$ cat src/rtl/sqmidi_pkg.sv
// Shared types and constants for the MIDI event sequencer.
// Contents: note number type, MIDI status/velocity constants, the
// sequencer FSM state encoding and the packed {on, note} candidate.
package sqmidi_pkg;

  typedef logic [6:0] midi_note_t;

  localparam logic [7:0] MIDI_NOTE_OFF = 8'h80;
  localparam logic [7:0] MIDI_NOTE_ON  = 8'h90;
  localparam logic [6:0] MIDI_OFF_VEL  = 7'h40;

  typedef enum logic [2:0] {
    IDLE,
    OFF0,
    OFF1,
    OFF2,
    ON0,
    ON1,
    ON2
  } seq_state_t;

  typedef struct packed {
    logic       on;
    midi_note_t note;
  } note_cand_t;

endpackage

$ cat src/rtl/midi_event_sequencer_stabilizer.sv
// note_stabilizer: normalises the raw detector outputs into an
// {on, note} candidate (note forced to 0 when off), registers it, and
// counts how many consecutive cycles it has stayed unchanged.
// Ports:
//   clk, reset  - clock, asynchronous active-high reset
//   note_midi   - detected note number (don't-care when note_on=0)
//   note_on     - detector reports a note present
//   cand        - registered candidate {on, note}
//   stable      - candidate unchanged for HOLD_CYCLES cycles
module note_stabilizer
  import sqmidi_pkg::*;
#(
  parameter int unsigned HOLD_CYCLES = 60_000
) (
  input  logic       clk,
  input  logic       reset,
  input  logic [6:0] note_midi,
  input  logic       note_on,
  output note_cand_t cand,
  output logic       stable
);

  localparam int unsigned CW = $clog2(HOLD_CYCLES + 1);
  localparam logic [CW-1:0] HOLD_MAX = CW'(HOLD_CYCLES);

  note_cand_t    cand_d;
  note_cand_t    cand_q;
  logic [CW-1:0] cnt;

  always_comb begin
    cand_d.on   = note_on;
    cand_d.note = note_on ? note_midi : 7'd0;
  end

  always_ff @(posedge clk or posedge reset) begin
    if (reset) begin
      cand_q <= '0;
      cnt    <= '0;
    end else begin
      cand_q <= cand_d;
      if (cand_d != cand_q) begin
        cnt <= '0;
      end else if (cnt != HOLD_MAX) begin
        cnt <= cnt + CW'(1);
      end
    end
  end

  always_comb begin
    cand   = cand_q;
    stable = (cnt == HOLD_MAX);
  end

endmodule

$ cat src/rtl/midi_event_sequencer.sv
// midi_event_sequencer: turns stable note-detector readings into
// 3-byte MIDI Note-Off / Note-On messages on a valid/ready byte stream.
// Optional build macro SQMIDI_RUNNING_STATUS_EN: repeated status bytes
// are suppressed and Note-Off is sent as Note-On with velocity 0.
// Ports:
//   clk, reset          - clock, asynchronous active-high reset
//   note_midi, note_on  - raw note detector outputs
//   out_byte, out_valid - byte to transmitter and its valid flag
//   out_ready           - transmitter accepts out_byte this cycle
//   busy                - a message is in progress (FSM not IDLE)
//   cur_note, cur_on    - currently sounding note (0 / 0 when none)
module midi_event_sequencer
  import sqmidi_pkg::*;
#(
  parameter int unsigned F_CLK    = 12_000_000,
  parameter int unsigned HOLD_MS  = 5,
  parameter int unsigned CHANNEL  = 0,
  parameter int unsigned VELOCITY = 100
) (
  input  logic       clk,
  input  logic       reset,
  input  logic [6:0] note_midi,
  input  logic       note_on,
  output logic [7:0] out_byte,
  output logic       out_valid,
  input  logic       out_ready,
  output logic       busy,
  output logic [6:0] cur_note,
  output logic       cur_on
);

  localparam int unsigned HOLD_CYCLES =
    32'((64'(F_CLK) * 64'(HOLD_MS)) / 64'd1000);

  localparam logic [7:0] CH_BITS   = 8'(CHANNEL % 16);
  localparam logic [7:0] ON_STATUS = MIDI_NOTE_ON | CH_BITS;
  localparam logic [7:0] ON_VEL    = {1'b0, 7'(VELOCITY % 128)};
`ifdef SQMIDI_RUNNING_STATUS_EN
  localparam logic [7:0] OFF_STATUS = ON_STATUS;
  localparam logic [7:0] OFF_VEL    = 8'h00;
`else
  localparam logic [7:0] OFF_STATUS = MIDI_NOTE_OFF | CH_BITS;
  localparam logic [7:0] OFF_VEL    = {1'b0, MIDI_OFF_VEL};
`endif

  note_cand_t cand;
  logic       stable;

  note_stabilizer #(
    .HOLD_CYCLES(HOLD_CYCLES)
  ) u_stab (
    .clk      (clk),
    .reset    (reset),
    .note_midi(note_midi),
    .note_on  (note_on),
    .cand     (cand),
    .stable   (stable)
  );

  seq_state_t state, state_n;
  note_cand_t target, target_n;
  logic       cur_on_n;
  logic [6:0] cur_note_n;
  logic [7:0] out_byte_n;
  logic       out_valid_n;
  logic       xfer;
  logic       accept;

`ifdef SQMIDI_RUNNING_STATUS_EN
  logic       last_vld, last_vld_n;
  logic [7:0] last_st, last_st_n;
`endif

  always_ff @(posedge clk or posedge reset) begin
    if (reset) begin
      state     <= IDLE;
      target    <= '0;
      cur_on    <= 1'b0;
      cur_note  <= '0;
      out_byte  <= '0;
      out_valid <= 1'b0;
`ifdef SQMIDI_RUNNING_STATUS_EN
      last_vld  <= 1'b0;
      last_st   <= '0;
`endif
    end else begin
      state     <= state_n;
      target    <= target_n;
      cur_on    <= cur_on_n;
      cur_note  <= cur_note_n;
      out_byte  <= out_byte_n;
      out_valid <= out_valid_n;
`ifdef SQMIDI_RUNNING_STATUS_EN
      last_vld  <= last_vld_n;
      last_st   <= last_st_n;
`endif
    end
  end

  // out_byte/out_valid are loaded with the byte belonging to the state
  // being entered, so a transfer advances to the next byte with no bubble
  // and a stalled state simply reloads the same byte.
  always_comb begin
    state_n     = state;
    target_n    = target;
    cur_on_n    = cur_on;
    cur_note_n  = cur_note;
    out_byte_n  = out_byte;
    out_valid_n = 1'b0;
    xfer        = out_valid && out_ready;
    accept      = (state == IDLE) && stable && (cand != {cur_on, cur_note});
`ifdef SQMIDI_RUNNING_STATUS_EN
    last_vld_n  = last_vld;
    last_st_n   = last_st;
`endif

    case (state)
      IDLE: begin
        if (accept) begin
          target_n = cand;
          if (cur_on) begin
            state_n = OFF0;
          end else if (cand.on) begin
            state_n = ON0;
          end
        end
      end
      OFF0: if (xfer) state_n = OFF1;
      OFF1: if (xfer) state_n = OFF2;
      OFF2: begin
        if (xfer) begin
          cur_on_n   = 1'b0;
          cur_note_n = '0;
          state_n    = target.on ? ON0 : IDLE;
        end
      end
      ON0: if (xfer) state_n = ON1;
      ON1: if (xfer) state_n = ON2;
      ON2: begin
        if (xfer) begin
          cur_on_n   = 1'b1;
          cur_note_n = target.note;
          state_n    = IDLE;
        end
      end
      default: state_n = IDLE;
    endcase

`ifdef SQMIDI_RUNNING_STATUS_EN
    if (xfer && (state == OFF0 || state == ON0)) begin
      last_vld_n = 1'b1;
      last_st_n  = out_byte;
    end
    // Status byte skipped at entry, so byte 1 takes byte 0's slot.
    if (state_n != state && last_vld) begin
      if (state_n == OFF0 && last_st == OFF_STATUS) state_n = OFF1;
      if (state_n == ON0 && last_st == ON_STATUS) state_n = ON1;
    end
`endif

    case (state_n)
      OFF0: out_byte_n = OFF_STATUS;
      OFF1: out_byte_n = {1'b0, cur_note};
      OFF2: out_byte_n = OFF_VEL;
      ON0:  out_byte_n = ON_STATUS;
      ON1:  out_byte_n = {1'b0, target_n.note};
      ON2:  out_byte_n = ON_VEL;
      default: out_byte_n = out_byte;
    endcase
    out_valid_n = (state_n != IDLE);
  end

  assign busy = (state != IDLE);

endmodule

$ cat config.mk
export PLATFORM = sky130hd
export DESIGN_NAME = midi_event_sequencer
export DESIGN_NICKNAME = d
export VERILOG_FILES = /design/src/rtl/sqmidi_pkg.sv /design/src/rtl/midi_event_sequencer_stabilizer.sv /design/src/rtl/midi_event_sequencer.sv
export SDC_FILE = /design/constraint.sdc
export NUM_CORES = 1
export LEC_CHECK = 0
export ABC_AREA = 1
export ABC_CLOCK_PERIOD_IN_PS = 2500
export CAP_MARGIN = 25
export CORE_UTILIZATION = 30
export CTS_CLUSTER_DIAMETER = 100
export DETAILED_ROUTE_END_ITERATION = 10
export RECOVER_POWER = 25
export SLEW_MARGIN = 30
export SYNTH_ARGS = -nofsm -noshare
export SYNTH_HDL_FRONTEND = slang
export SYNTH_HIERARCHICAL = 1
export SYNTH_SLANG_ARGS = --single-unit
$ cat constraint.sdc
create_clock -name clk -period 2.5 [get_ports clk]
set_clock_uncertainty 0.1 [all_clocks]
set_input_delay 0.25 -clock clk [delete_from_list [all_inputs] [get_ports clk]]
set_output_delay 0.25 -clock clk [all_outputs]
set_load 0.02 [all_outputs]
== Yosys cells after proc, flatten, opt, wreduce, memory -nomap -nowiden ==
Index checks and enable logic that the tools add are counted.

* $add $sub $neg: 1
* Multipliers: 0
* Div/mod/pow operators: 0
* $lt $le $gt $ge: 0
* Eq/ne operators: 18
* Shifts and indexed selects: 0
* Mux-type cells: 23
* Bitwise logic cells: 0
* Reduce and logical (&&, ||, !) cells: 11

{| class="wikitable"
|+ Operator list
! kind !! count
|-
| $pmux W8 S6 || 1
|-
| $mux W7 || 5
|-
| $mux W16 || 2
|-
| $mux W3 || 10
|-
| $pmux W3 S7 || 1
|-
| $eq A3 B3 Y1 const B || 6
|-
| $add A16 B1 Y16 const B || 1
|-
| $eq A16 B16 Y1 const B || 1
|-
| $ne A16 B16 Y1 const B || 1
|-
| $ne A8 B8 Y1 || 2
|-
| $pmux W7 S2 || 1
|-
| $eq A3 B2 Y1 const B || 4
|-
| $eq A3 B1 Y1 const B || 2
|-
| $reduce_bool A3 Y1 || 2
|-
| $reduce_bool A6 Y1 || 1
|-
| $ne A2 B2 Y1 const B || 2
|-
| $reduce_bool A2 Y1 || 2
|-
| $logic_and A1 B1 Y1 || 3
|-
| $logic_not A3 Y1 || 1
|-
| $reduce_and A3 Y1 || 1
|-
| $mux W1 || 2
|-
| $pmux W1 S2 || 1
|-
| $reduce_and A2 Y1 || 1
|}

* Flip-flop bits (word level): 52
* Bits in latches: 0
* Bits in writable memories: 0
* Memory bits (read-only): 0
* Input bits: 11
* Output and inout bits: 18
* Logic and storage cells: 63
* Memories kept: 0

== Depth between registers and ports, before layout ==
Gate-level depths: netlist of run 1.

* Depth after elaboration: 7
* Mapped depth: 14
* Gate-level depth less buffers: 14

== By module ==
Netlist of run 1, hierarchy kept.

{| class="wikitable"
|+ Modules (own cells, without submodules)
! module !! instances !! cells each !! area each (µm²) !! seq. area each (µm²)
|-
| midi_event_sequencer || 1 || 180 || 1507.7 || 700.7
|-
| note_stabilizer || 1 || 198 || 1433.9 || 600.6
|}

== Worst setup path after synthesis of run 1 ==
No wires, ideal clock.

* Path kind: register to register
* Start point: register u_stab.cnt[0]
* End point: register out_byte[2]
* Setup time: 0.069 ns
* Arrival time: 1.654 ns
* Required time: 2.331 ns
* Path slack: 0.677 ns
* Cell stages (with the launch flop): 15
* Path buffers: 0
* Clock period less this slack: 1.823 ns
* Cell sequence: dfrtp_1 -> inv_1 -> ha_1 -> nand3_1 -> nor2_1 -> nand2_1 -> inv_1 -> inv_1 -> nor2_8 -> nand3_2 -> nand2_4 -> nand2_2 -> nor2_4 -> nand2_1 -> nand3_1

* Longest elaborated chain between the ends: 7
* Elaborated cells between the ends (all ways): 15
* Those cells by class: eq/ne (7); mux (5); reduce/logical (3)

{| class="wikitable"
|+ Ends and longest elaborated chain
! item !! line !! source
|-
| from (decl) || midi_event_sequencer_stabilizer.sv:28 || <nowiki>logic [CW-1:0] cnt;</nowiki>
|-
| from (signal assigned) || midi_event_sequencer_stabilizer.sv:44 || <nowiki>cnt <= cnt + CW'(1);</nowiki>
|-
| $eq A16 B16 Y1 (*) || midi_event_sequencer_stabilizer.sv:51 || <nowiki>stable = (cnt == HOLD_MAX);</nowiki>
|-
| named net stable || midi_event_sequencer.sv:47 || <nowiki>logic stable;</nowiki>
|-
| $logic_and A1 B1 Y1 (*) (2 in a row) || midi_event_sequencer.sv:111 || <nowiki>accept = (state == IDLE) && stable && (cand != {cur_on, cur_note});</nowiki>
|-
| $mux W3 (*) || midi_event_sequencer.sv:119 || <nowiki>if (accept) begin</nowiki>
|-
| $pmux W3 S7 (*) || midi_event_sequencer.sv:117 || <nowiki>case (state)</nowiki>
|-
| named net state_n[0] || midi_event_sequencer.sv:60 || <nowiki>seq_state_t state, state_n;</nowiki>
|-
| $eq A3 B3 Y1, or another cell as far along || midi_event_sequencer.sv:161 || <nowiki>case (state_n)</nowiki>
|-
| $pmux W8 S6 or $reduce_bool A6 Y1 (tied branches) || -- ||
|-
| to (signal assigned) || midi_event_sequencer.sv:91 || <nowiki>out_byte <= out_byte_n;</nowiki>
|-
| to (decl) || midi_event_sequencer.sv:24 || <nowiki>output logic [7:0] out_byte,</nowiki>
|}

Mark *: on every way through the listed nets, which the timed path passes. The rest lies on a longest branch.
A chain may end at the register's enable or synchronous reset.

== Worst setup path in the final report of run 1 ==
* Start point: register u_stab.cnt[0]
* End point: register out_byte[4]

* Longest elaborated chain between the ends: 7
* Elaborated cells between the ends (all ways): 15
* Those cells by class: eq/ne (7); mux (5); reduce/logical (3)

{| class="wikitable"
|+ Ends and longest elaborated chain
! item !! line
|-
| $eq A16 B16 Y1 (*) || midi_event_sequencer_stabilizer.sv:51
|-
| named net stable || midi_event_sequencer.sv:47
|-
| $logic_and A1 B1 Y1 (*) (2 in a row) || midi_event_sequencer.sv:111
|-
| $mux W3 || midi_event_sequencer.sv:119
|-
| $pmux W3 S7 || midi_event_sequencer.sv:117
|-
| $eq A3 B3 Y1, or another cell as far along || midi_event_sequencer.sv:161
|-
| $pmux W8 S6 or $reduce_bool A6 Y1 (tied branches) || --
|}

Marked as above.

==> summary.txt, run 1 <==
Routing
  • Initial DRT Pass Iterations: 4
  • Vias: between 2k and 2.5k
  • # DRC: 0
  • Drt first-iter violations: 91
  • WL/cell: 10.9 microns
  • DR vias/cell: 4.28
  • DRT Wirelength: roughly 5900 microns
  • Routed Antenna Nets: 0

Setup path
  • Family with the most delay on the worst path: simple AND/OR/NAND/NOR gates
  • Worst EP arrival: around 2.1 ns
  • Element type at the critical path end: register
  • Crit start category: register
  • CP max-delay cell: dfrtp_1
  • Worst setup path class: reg -> reg
  • Worst-path cell chain: inv_1 -> ha_1 -> nand3_1 -> nor2_1 -> nand2_1 -> inv_1 -> inv_1 -> nor2_8 -> nand2_4 -> o21ai_1 -> nand2_1 -> nand2_1 -> nand3_1
  • Worst-path maximum fanout: 15
  • Worst path required time: 2.61 ns
  • CP bufs+invs: 3
  • R2R Setup Slk: 0.49 ns
  • Max stage delay on crit path: roughly 0.41 ns

Status
  • Status: complete, but fails checks
  • Violated checks: capacitance limit, slew limit

Power and ir drop
  • Total power: 2.02 mW
  • VDD IR max: 277 uV
  • Power Density: between 500 and 600 mW/mm^2
  • Leak Pwr: 1.69 nW

Clock network
  • Clk buf depth: 2
  • Setup bufs post-CTS: 0
  • Clock root buffer: clkbuf_8
  • TritonCTS clock tree: yes
  • Clock latency on the worst-skew pair: ~0.31 ns
  • Cts repair resizes: 0
  • CTS Hold Bufs: 0
  • Worst-path clk slew: 0.11 ns
  • Htree depth: 2
  • # clock sinks: 52
  • Total CTS buffers: 5

STA
  • Slew HR: -3.30%
  • Fin. max-slew vios: 29
  • Fmax: ~500 MHz
  • Tcrit/Tclk final: 80.4%
  • Worst slew pin tran: around 1.5 ns
  • RSZ-0062 raised after global routing: no
  • Fin Setup TNS: 0 ns
  • Final Critical Period: around 2.0 ns
  • Final setup viols: 0
  • Final hold viol count: 0

Yosys
  • FF+latch count, synth: 52
  • Mapped Nets: about 390
  • YS warnings: 6
  • Sequential share of the synthesized area: between 40 and 50%
  • Post-synthesis cell count: 378
  • Avg Inst Size Synth: ~8 sq um
  • Count of different cell masters after synthesis: 31
  • Synthesized cell area: 0.00294 sq mm

Placed design
  • Detailed Place HPWL: 4440 microns
  • Port bufs: 28
  • Gpl congestion: just under 0.8

Global route
  • Largest net degree at the start of global routing: 29
  • Total GRT Usage: about an eighth
  • Initial antenna violation count: 0
  • First-pass GRT wire length: between 10,000 and 15,000 microns
  • Vias in the first global route: between 2k and 2.5k
  • Overflow after GRT: 0

Final layout
  • Layout cells sized above 1: ~17%
  • Layout Nets: approximately 420
  • Total of fill cells in the finished design: 998
  • Syn-to-layout area delta: 16.8%
  • Post-Route Utilization: a little under two fifths
  • Antenna diodes: 0

Worst hold path
  • HP Class: reg -> reg

Die
  • Die W: about 100 microns
  • Total die area: between 0.01 and 0.015 sq mm
  • Core region area: approximately 0.0094 sq mm
  • Io pins: 29
  • Initial core utilization: approximately a third
  • Die extent in y: roughly 100 microns
  • # rows: 35

Job
  • Max_cap viols: 1
routing by layer:
metal | global-route usage (%) | vias to the layer above | wire length, microns
li1 | - | 1210 | -
met1 | 16.9 | 1063 | 2800
met2 | 21.5 | 37 | 2820
met3 | 3.12 | 7 | 225
met4 | 2.45 | 0 | 35
met5 | 0 | - | 0
cell usage in the layout, fill, tap and decap left out, drive strengths merged, types with 2 or more instances in the layout:
cell and instances:
o21ai 12, xor2 2, buf 2, ha 2
a21oi 7, o22ai 7, xnor2 5, nand3 29
nor2 44, inv 76, clkbuf 7, nand2 126
clkinv 2, dfrtp 52, nor3 3, nand4 6
clkdlybuf4s50 27
tightest hold or removal path, stage by stage (launching register included):
cell,delay [ns]
dfrtp_1,0.36
nand2_1,0.06
nand3_1,0.07
Yosys cell counts (all sizes together):
library cell	instances	area share, %
a21oi	7	1.8
buf	6	2.2
dfrtp	52	44
ha	2	0.85
inv	75	9.6
nand2	126	18
nand3	29	5.9
nand4	6	1.3
nor2	44	8.3
nor3	3	0.89
o21ai	12	2.7
o21bai	1	0.26
o22ai	7	1.5
or3	1	0.21
xnor2	5	1.5
xor2	2	0.60
path summary, 6_finish.rpt:
| kind | to | from | cells after the start |
|---|---|---|---|
| worst min-delay path | out_byte[0]$_DFFE_PP0P_ | out_byte[0]$_DFFE_PP0P_ | 2 |
| worst max register to register | out_byte[4]$_DFFE_PP0P_ | u_stab/cnt[0]$_DFFE_PP0P_ | 13 |
| worst min register to register | out_byte[0]$_DFFE_PP0P_ | out_byte[0]$_DFFE_PP0P_ | 2 |
| max in group asynchronous | cur_note[4]$_DFFE_PP0P_ | reset | 3 |
| worst max-delay path | out_byte[4]$_DFFE_PP0P_ | u_stab/cnt[0]$_DFFE_PP0P_ | 13 |
| min in group asynchronous | u_stab/cand[3]$_DFF_PP0_ | reset | 3 |
cells by family (layout without fill, tap and decap cells):
family          count (synthesis)  in the layout  share of synthesized area (%)
compound gates                 27             27                           6.25
xor+xnor                        7              7                           2.08
fa+ha+maj                       2              2                          0.851
buf+inv                        81            115                           11.7
flops                          52             52                           44.2
simple gates                  209            209                           34.8
cell type report:
class / count / area (sq um) / area share [%]
clock inverters: 3 / 26.3 / 0.764
well taps: 129 / 161 / 4.70
inverters: 75 / 282 / 8.19
flip-flops and latches: 52 / 1300 / 37.9
clock buffers: 5 / 68.8 / 2.00
repair buffers: 32 / 303 / 8.81
multi-input cells: 245 / 1290 / 37.7
report_power, final:
part | total [mW] | switching (mW) | internal [mW]
sequential | 0.931 | 0.0423 | 0.888
clock | 0.513 | 0.308 | 0.205
combinational | 0.576 | 0.376 | 0.199
sequential cells by signal (all words and copies together) (netlist names):
signal and count:
u_stab/cnt 16, out_byte 8, state 3, u_stab/cand 8
target 8, cur_note 7, out_valid 1, cur_on 1
stage by stage:
step	hold slack (ns)	worst slack, ns	cells	area [sq um]
after floorplan	0.165	0.677	378	2940
after global placement	0.380	0.412	533	3350
after detailed placement	0.384	0.405	533	3350
after CTS	0.219	0.459	541	3440
after global routing	0.403	0.242	541	3440
final	0.405	0.490	541	3440
Note: power is estimated with default switching activity, not from simulation.
==> run 2: changes to the inputs <==
- ABC_CLOCK_PERIOD_IN_PS: 2500 -> 1800
- clock period: 2.5 -> 1.8 ns (I/O delays scaled with it)
==> summary.txt, run 2 (same netlist as run 1, synthesis figures left out) <==
Status
  • Status: complete, but fails checks
  • Violated checks: setup timing

Setup path
  • CP bufs+invs: 4
  • CP max-delay cell: dfrtp_1
  • Max stage delay on crit path: 0.40 ns
  • Worst EP arrival: about 2 ns
  • Worst setup path class: reg -> reg
  • Worst-path maximum fanout: 7
  • Worst-path cell chain: inv_2 -> ha_4 -> nand3_2 -> nor2_1 -> nand2_1 -> inv_1 -> inv_2 -> nor2_8 -> buf_12 -> nand2_8 -> o21ai_4 -> nand2_1 -> nand2_1 -> nand3_1
  • Element type at the critical path end: register
  • Worst path required time: about 1.9 ns
  • Most frequent CP cell: nand2_1
  • Crit start category: register
  • Family with the most delay on the worst path: simple AND/OR/NAND/NOR gates

Placed design
  • Detailed Place HPWL: around 4900 microns
  • Gpl congestion: between 0.8 and 0.9
  • Placed cell count: 567
  • Port bufs: 28

Die
  • Io pins: 29
  • # rows: 35
  • Die extent in y: around 100 microns
  • Initial core utilization: 31.4%
  • Core region area: 0.00937 sq mm
  • Die W: 101 microns
  • Total die area: 0.0102 sq mm

Job
  • Max_cap viols: 0

Clock network
  • Clk buf depth: 2
  • TritonCTS clock tree: yes
  • # clock sinks: 52
  • Clock root buffer: clkbuf_8
  • Total CTS buffers: 5
  • Worst-path clk slew: 0.11 ns
  • Htree depth: 2
  • Clock latency on the worst-skew pair: approximately 0.32 ns

STA
  • Worst setup margin: -0.0997 ns
  • Tcrit/Tclk final: 106%
  • Slew HR: a little over half
  • Final hold slack: 0.344 ns
  • Final setup viols: 10
  • Fmax: around 530 MHz
  • Final hold viol count: 0
  • Final Critical Period: 1.90 ns
  • RSZ-0062 raised after global routing: yes
  • Worst slew pin tran: slightly above 0.7 ns
  • Fin. max-slew vios: 0

Final layout
  • Area occupied by multi-input gates: 0.00139 sq mm
  • Top reg by flops: u_stab/cnt
  • Most frequent cells in the layout: nand2_1, inv_1, dfrtp_1, buf_4, clkdlybuf4s50_1
  • Max reg flops: 16
  • Total of fill cells in the finished design: around 1,000
  • Fin cells: 586
  • Antenna diodes: 0
  • Layout cells sized above 1: between 20% and 30%
  • Layout Nets: around 470
  • Syn-to-layout area delta: 33.3%
  • Post-Route Utilization: 41.8%
  • Commonest non-fill, non-tap cell in the layout: nand2_1
  • FF+latch area: around 0.0013 sq mm

Worst hold path
  • HP Class: in -> reg

Global route
  • Initial antenna violation count: 0
  • Vias in the first global route: between 2k and 2.5k
  • Overflow after GRT: 0
  • Largest net degree at the start of global routing: 29
  • First-pass GRT wire length: approximately 11,000 microns
  • Total GRT Usage: between 10 and 15%

Routing
  • Initial DRT Pass Iterations: 4
  • Routed Antenna Nets: 0
  • DR vias/cell: 4.30
  • # DRC: 0
  • DRT Wirelength: between 6000 and 7000 microns
  • WL/cell: ~11 microns
  • Vias: 2,522
  • Drt first-iter violations: around 160

Power and ir drop
  • Leak Pwr: about 2.0 nW
  • Total power: between 3 and 4 mW
  • VDD IR max: ~500 uV
  • Power Density: between 700 and 800 mW/mm^2
[run 2: changes by cell type in the layout (fill, tap and decap cells not counted), moves of 3 or more]
| cell | previous run | this run |
|---|---|---|
| buf_12 | 0 | 3 |
| nor2_1 | 26 | 23 |
| buf_4 | 2 | 39 |
| inv_1 | 63 | 60 |
| nand2_8 | 0 | 3 |
| inv_2 | 12 | 15 |
| buf_6 | 0 | 4 |
| nor2_2 | 13 | 16 |
[run 2: stage by stage]
stage	setup WS, ns	setup TNS, ns	instance area [sq um]
after floorplan	0.0121	0	2940
after global placement	-0.150	-0.633	3630
after detailed placement	-0.168	-1.25	3630
after CTS	-0.112	-0.692	3790
after global routing	-0.205	-2.04	3920
final	-0.0997	-0.626	3920
[run 2: final timing paths]
kind | startpoint | endpoint | slack [ns] | depth (start not counted)
setup / recovery | u_stab/cnt[0]$_DFFE_PP0P_ | out_byte[4]$_DFFE_PP0P_ | -0.1 | 14
hold / removal | note_midi[4] | u_stab/cand[4]$_DFF_PP0_ | 0.34 | 3
setup reg to reg | u_stab/cnt[0]$_DFFE_PP0P_ | out_byte[4]$_DFFE_PP0P_ | -0.1 | 14
hold reg to reg | target[7]$_DFFE_PP0P_ | target[7]$_DFFE_PP0P_ | 0.41 | 2
max in group asynchronous | reset | target[0]$_DFF_PP0_ | 0.70 | 3
min in group asynchronous | reset | u_stab/cnt[11]$_DFFE_PP0P_ | 0.40 | 3
[run 2: metal layers]
layer / vias to the layer above / global-route usage, % / routed length (microns)
li1: 1308 / - / -
met1: 1169 / 19.2 / 3270
met2: 40 / 22.2 / 3080
met3: 5 / 2.08 / 211
met4: 0 / 4.35 / 74
met5: - / 0 / 0
[run 2: repair_timing]
item,in CTS,in global routing
endpoints found under the setup margin,11,13
pin swaps,7,9
buffers inserted,2,8
hold buffers,0,0
cloned,0,1
gates resized for setup,11,12
hold endpoints to repair,0,0
[run 2: worst min-delay path, cell delays in order]
cell             delay, ns
clkdlybuf4s50_1       0.41
nand2_1               0.09
inv_1                 0.04
[run 2: cell type report]
type / instances / area share (%)
Clock inverter: 3 / 0.638
Inverter: 75 / 7.18
Clock buffer: 5 / 1.76
Timing Repair Buffer: 76 / 17.6
Sequential cell: 52 / 33.2
Tap cell: 129 / 4.12
Multi-Input combinational cell: 246 / 35.5
[run 2: power by group]
group	internal (mW)	switching, mW	leakage (nW)
sequential	1.23	0.0571	0.703
clock	0.285	0.438	0.0452
combinational	0.431	0.573	1.22
total	1.95	1.07	1.96
==> run 3: changes to the inputs <==
- RECOVER_POWER: 25 -> unset
- SLEW_MARGIN: 30 -> 20
==> summary.txt, run 3 (same netlist as run 1, synthesis figures left out) <==
Status
  • Status: complete, but fails checks
  • Violated checks: setup timing

Final layout
  • Cell area after layout: slightly below 0.004 sq mm
  • Total of fill cells in the finished design: between 900 and 1k
  • Commonest non-fill, non-tap cell in the layout: nand2_1
  • Syn-to-layout area delta: 33.4%
  • Antenna diodes: 0
  • Top reg by flops: u_stab/cnt
  • Post-Route Utilization: 41.9%
  • Max reg flops: 16
  • Layout Nets: 469
  • Most frequent cells in the layout: nand2_1, inv_1, dfrtp_1, buf_4, clkdlybuf4s50_1
  • Layout cells sized above 1: 28.0%

Routing
  • WL/cell: between 10 and 15 microns
  • DRT Wirelength: 6660 microns
  • DR vias/cell: around 4.3
  • Routed Antenna Nets: 0
  • # DRC: 0
  • Vias: 2,525
  • Initial DRT Pass Iterations: 4
  • Drt first-iter violations: roughly 160

Global route
  • Met3 Track Usage GR: 2.08%
  • Overflow after GRT: 0
  • Grt peak-use layer: met2
  • GR Util met2: between 20% and 30%
  • Vias in the first global route: around 2.4k
  • Largest net degree at the start of global routing: 29
  • First-pass GRT wire length: roughly 11,000 microns
  • Total GRT Usage: between 10% and 20%
  • Global Route met1 Usage: between 10% and 20%
  • Initial antenna violation count: 0

Power and ir drop
  • Leak Pwr: between 1.5 and 2 nW
  • Power Density: 770 mW/mm^2
  • Total power: around 3 mW
  • VDD IR max: 500 uV

Clock network
  • Clock latency on the worst-skew pair: between 0.3 and 0.4 ns
  • Clk buf depth: 2
  • Total CTS buffers: 5
  • TritonCTS clock tree: yes
  • # clock sinks: 52
  • Worst-path clk slew: ~0.11 ns
  • Clock root buffer: clkbuf_8
  • Htree depth: 2

STA
  • Worst setup margin: -0.0992 ns
  • Worst slew pin tran: about 0.43 ns
  • Slew HR: about 71%
  • Fin. max-slew vios: 0
  • Final Critical Period: 1.90 ns
  • RSZ-0062 raised after global routing: yes
  • Final hold viol count: 0
  • Tcrit/Tclk final: 106%
  • Fmax: 527 MHz
  • Final setup viols: 10

Worst hold path
  • HP Class: in -> async

Die
  • Core region area: 0.00937 sq mm
  • Io pins: 29
  • Die extent in y: between 100 and 150 microns
  • Die W: 101 microns
  • # rows: 35
  • Total die area: a little over 0.01 sq mm
  • Initial core utilization: about a third

Setup path
  • Worst setup path class: reg -> reg
  • Crit start category: register
  • Worst-path maximum fanout: 7
  • Element type at the critical path end: register
  • Worst path required time: around 1.9 ns
  • Worst EP arrival: about 2 ns

Placed design
  • Port bufs: 28
  • Detailed Place HPWL: 4860 microns
  • Post-DP Area: ~0.0036 sq mm
  • Gpl congestion: 0.839

Job
  • Max_cap viols: 0
-- run 3: layout make-up --
type                       count  area (sq um)  share of cell area [%]
sequential                    52          1300                    33.2
timing repair buffer          76           694                    17.7
clock buffer                   5          68.8                    1.75
inverter                      75           282                    7.17
tap                          129           161                    4.11
multi-input combinational    246          1390                    35.5
clock inverter                 3          25.0                   0.638
-- run 3: worst paths after layout --
kind | start | to | slack [ns] | cells after the start
min reg2reg | target[7]$_DFFE_PP0P_ | target[7]$_DFFE_PP0P_ | 0.41 | 2
min in group clk | note_midi[4] | u_stab/cand[4]$_DFF_PP0_ | 0.34 | 3
max in group asynchronous | reset | target[0]$_DFF_PP0_ | 1.15 | 3
min | reset | u_stab/cnt[8]$_DFFE_PP0P_ | 0.16 | 3
max | u_stab/cnt[0]$_DFFE_PP0P_ | out_byte[4]$_DFFE_PP0P_ | -0.1 | 14
max reg2reg | u_stab/cnt[0]$_DFFE_PP0P_ | out_byte[4]$_DFFE_PP0P_ | -0.1 | 14
-- run 3: layer usage --
metal | share of wire, % | routed length [microns] | vias to the layer above
li1 | - | - | 1307
met5 | 0 | 0 | -
met4 | 1.1 | 74 | 0
met3 | 3.0 | 200 | 5
met2 | 47 | 3130 | 42
met1 | 49 | 3260 | 1171
-- run 3: worst max-delay path: stages, from the launching register on --
cell	delay, ns
dfrtp_1	0.40
inv_2	0.08
ha_4	0.13
nand3_2	0.06
nor2_1	0.09
nand2_1	0.09
inv_1	0.07
inv_2	0.05
nor2_8	0.15
buf_12	0.13
nand2_8	0.07
o21ai_4	0.15
nand2_1	0.07
nand2_1	0.07
nand3_1	0.06
-- run 3: power by group --
group	switching [mW]	internal (mW)	total, mW
clock network	0.439	0.285	0.724
registers	0.0572	1.23	1.29
logic	0.573	0.433	1.01
total	1.07	1.95	3.02
-- run 3: what timing repair did --
action                                  4_1_cts  5_1_grt
gates resized for setup                      11       12
hold buffers                                  0        0
buffers inserted                              2        8
gates cloned                                  0        1
pin swaps                                     7        9
endpoints found under the setup margin       11       13
-- run 3: stage by stage --
stage	cells	TNS [ns]	hold WS (ns)	setup slack, ns
finish	586	-0.630	0.160	-0.0992
floorplan	378	0	0.0946	0.0121
CTS	577	-0.692	0.172	-0.112
global placement	567	-0.633	0.388	-0.150
detailed placement	567	-1.25	0.394	-0.168
global route	586	-2.04	0.199	-0.205
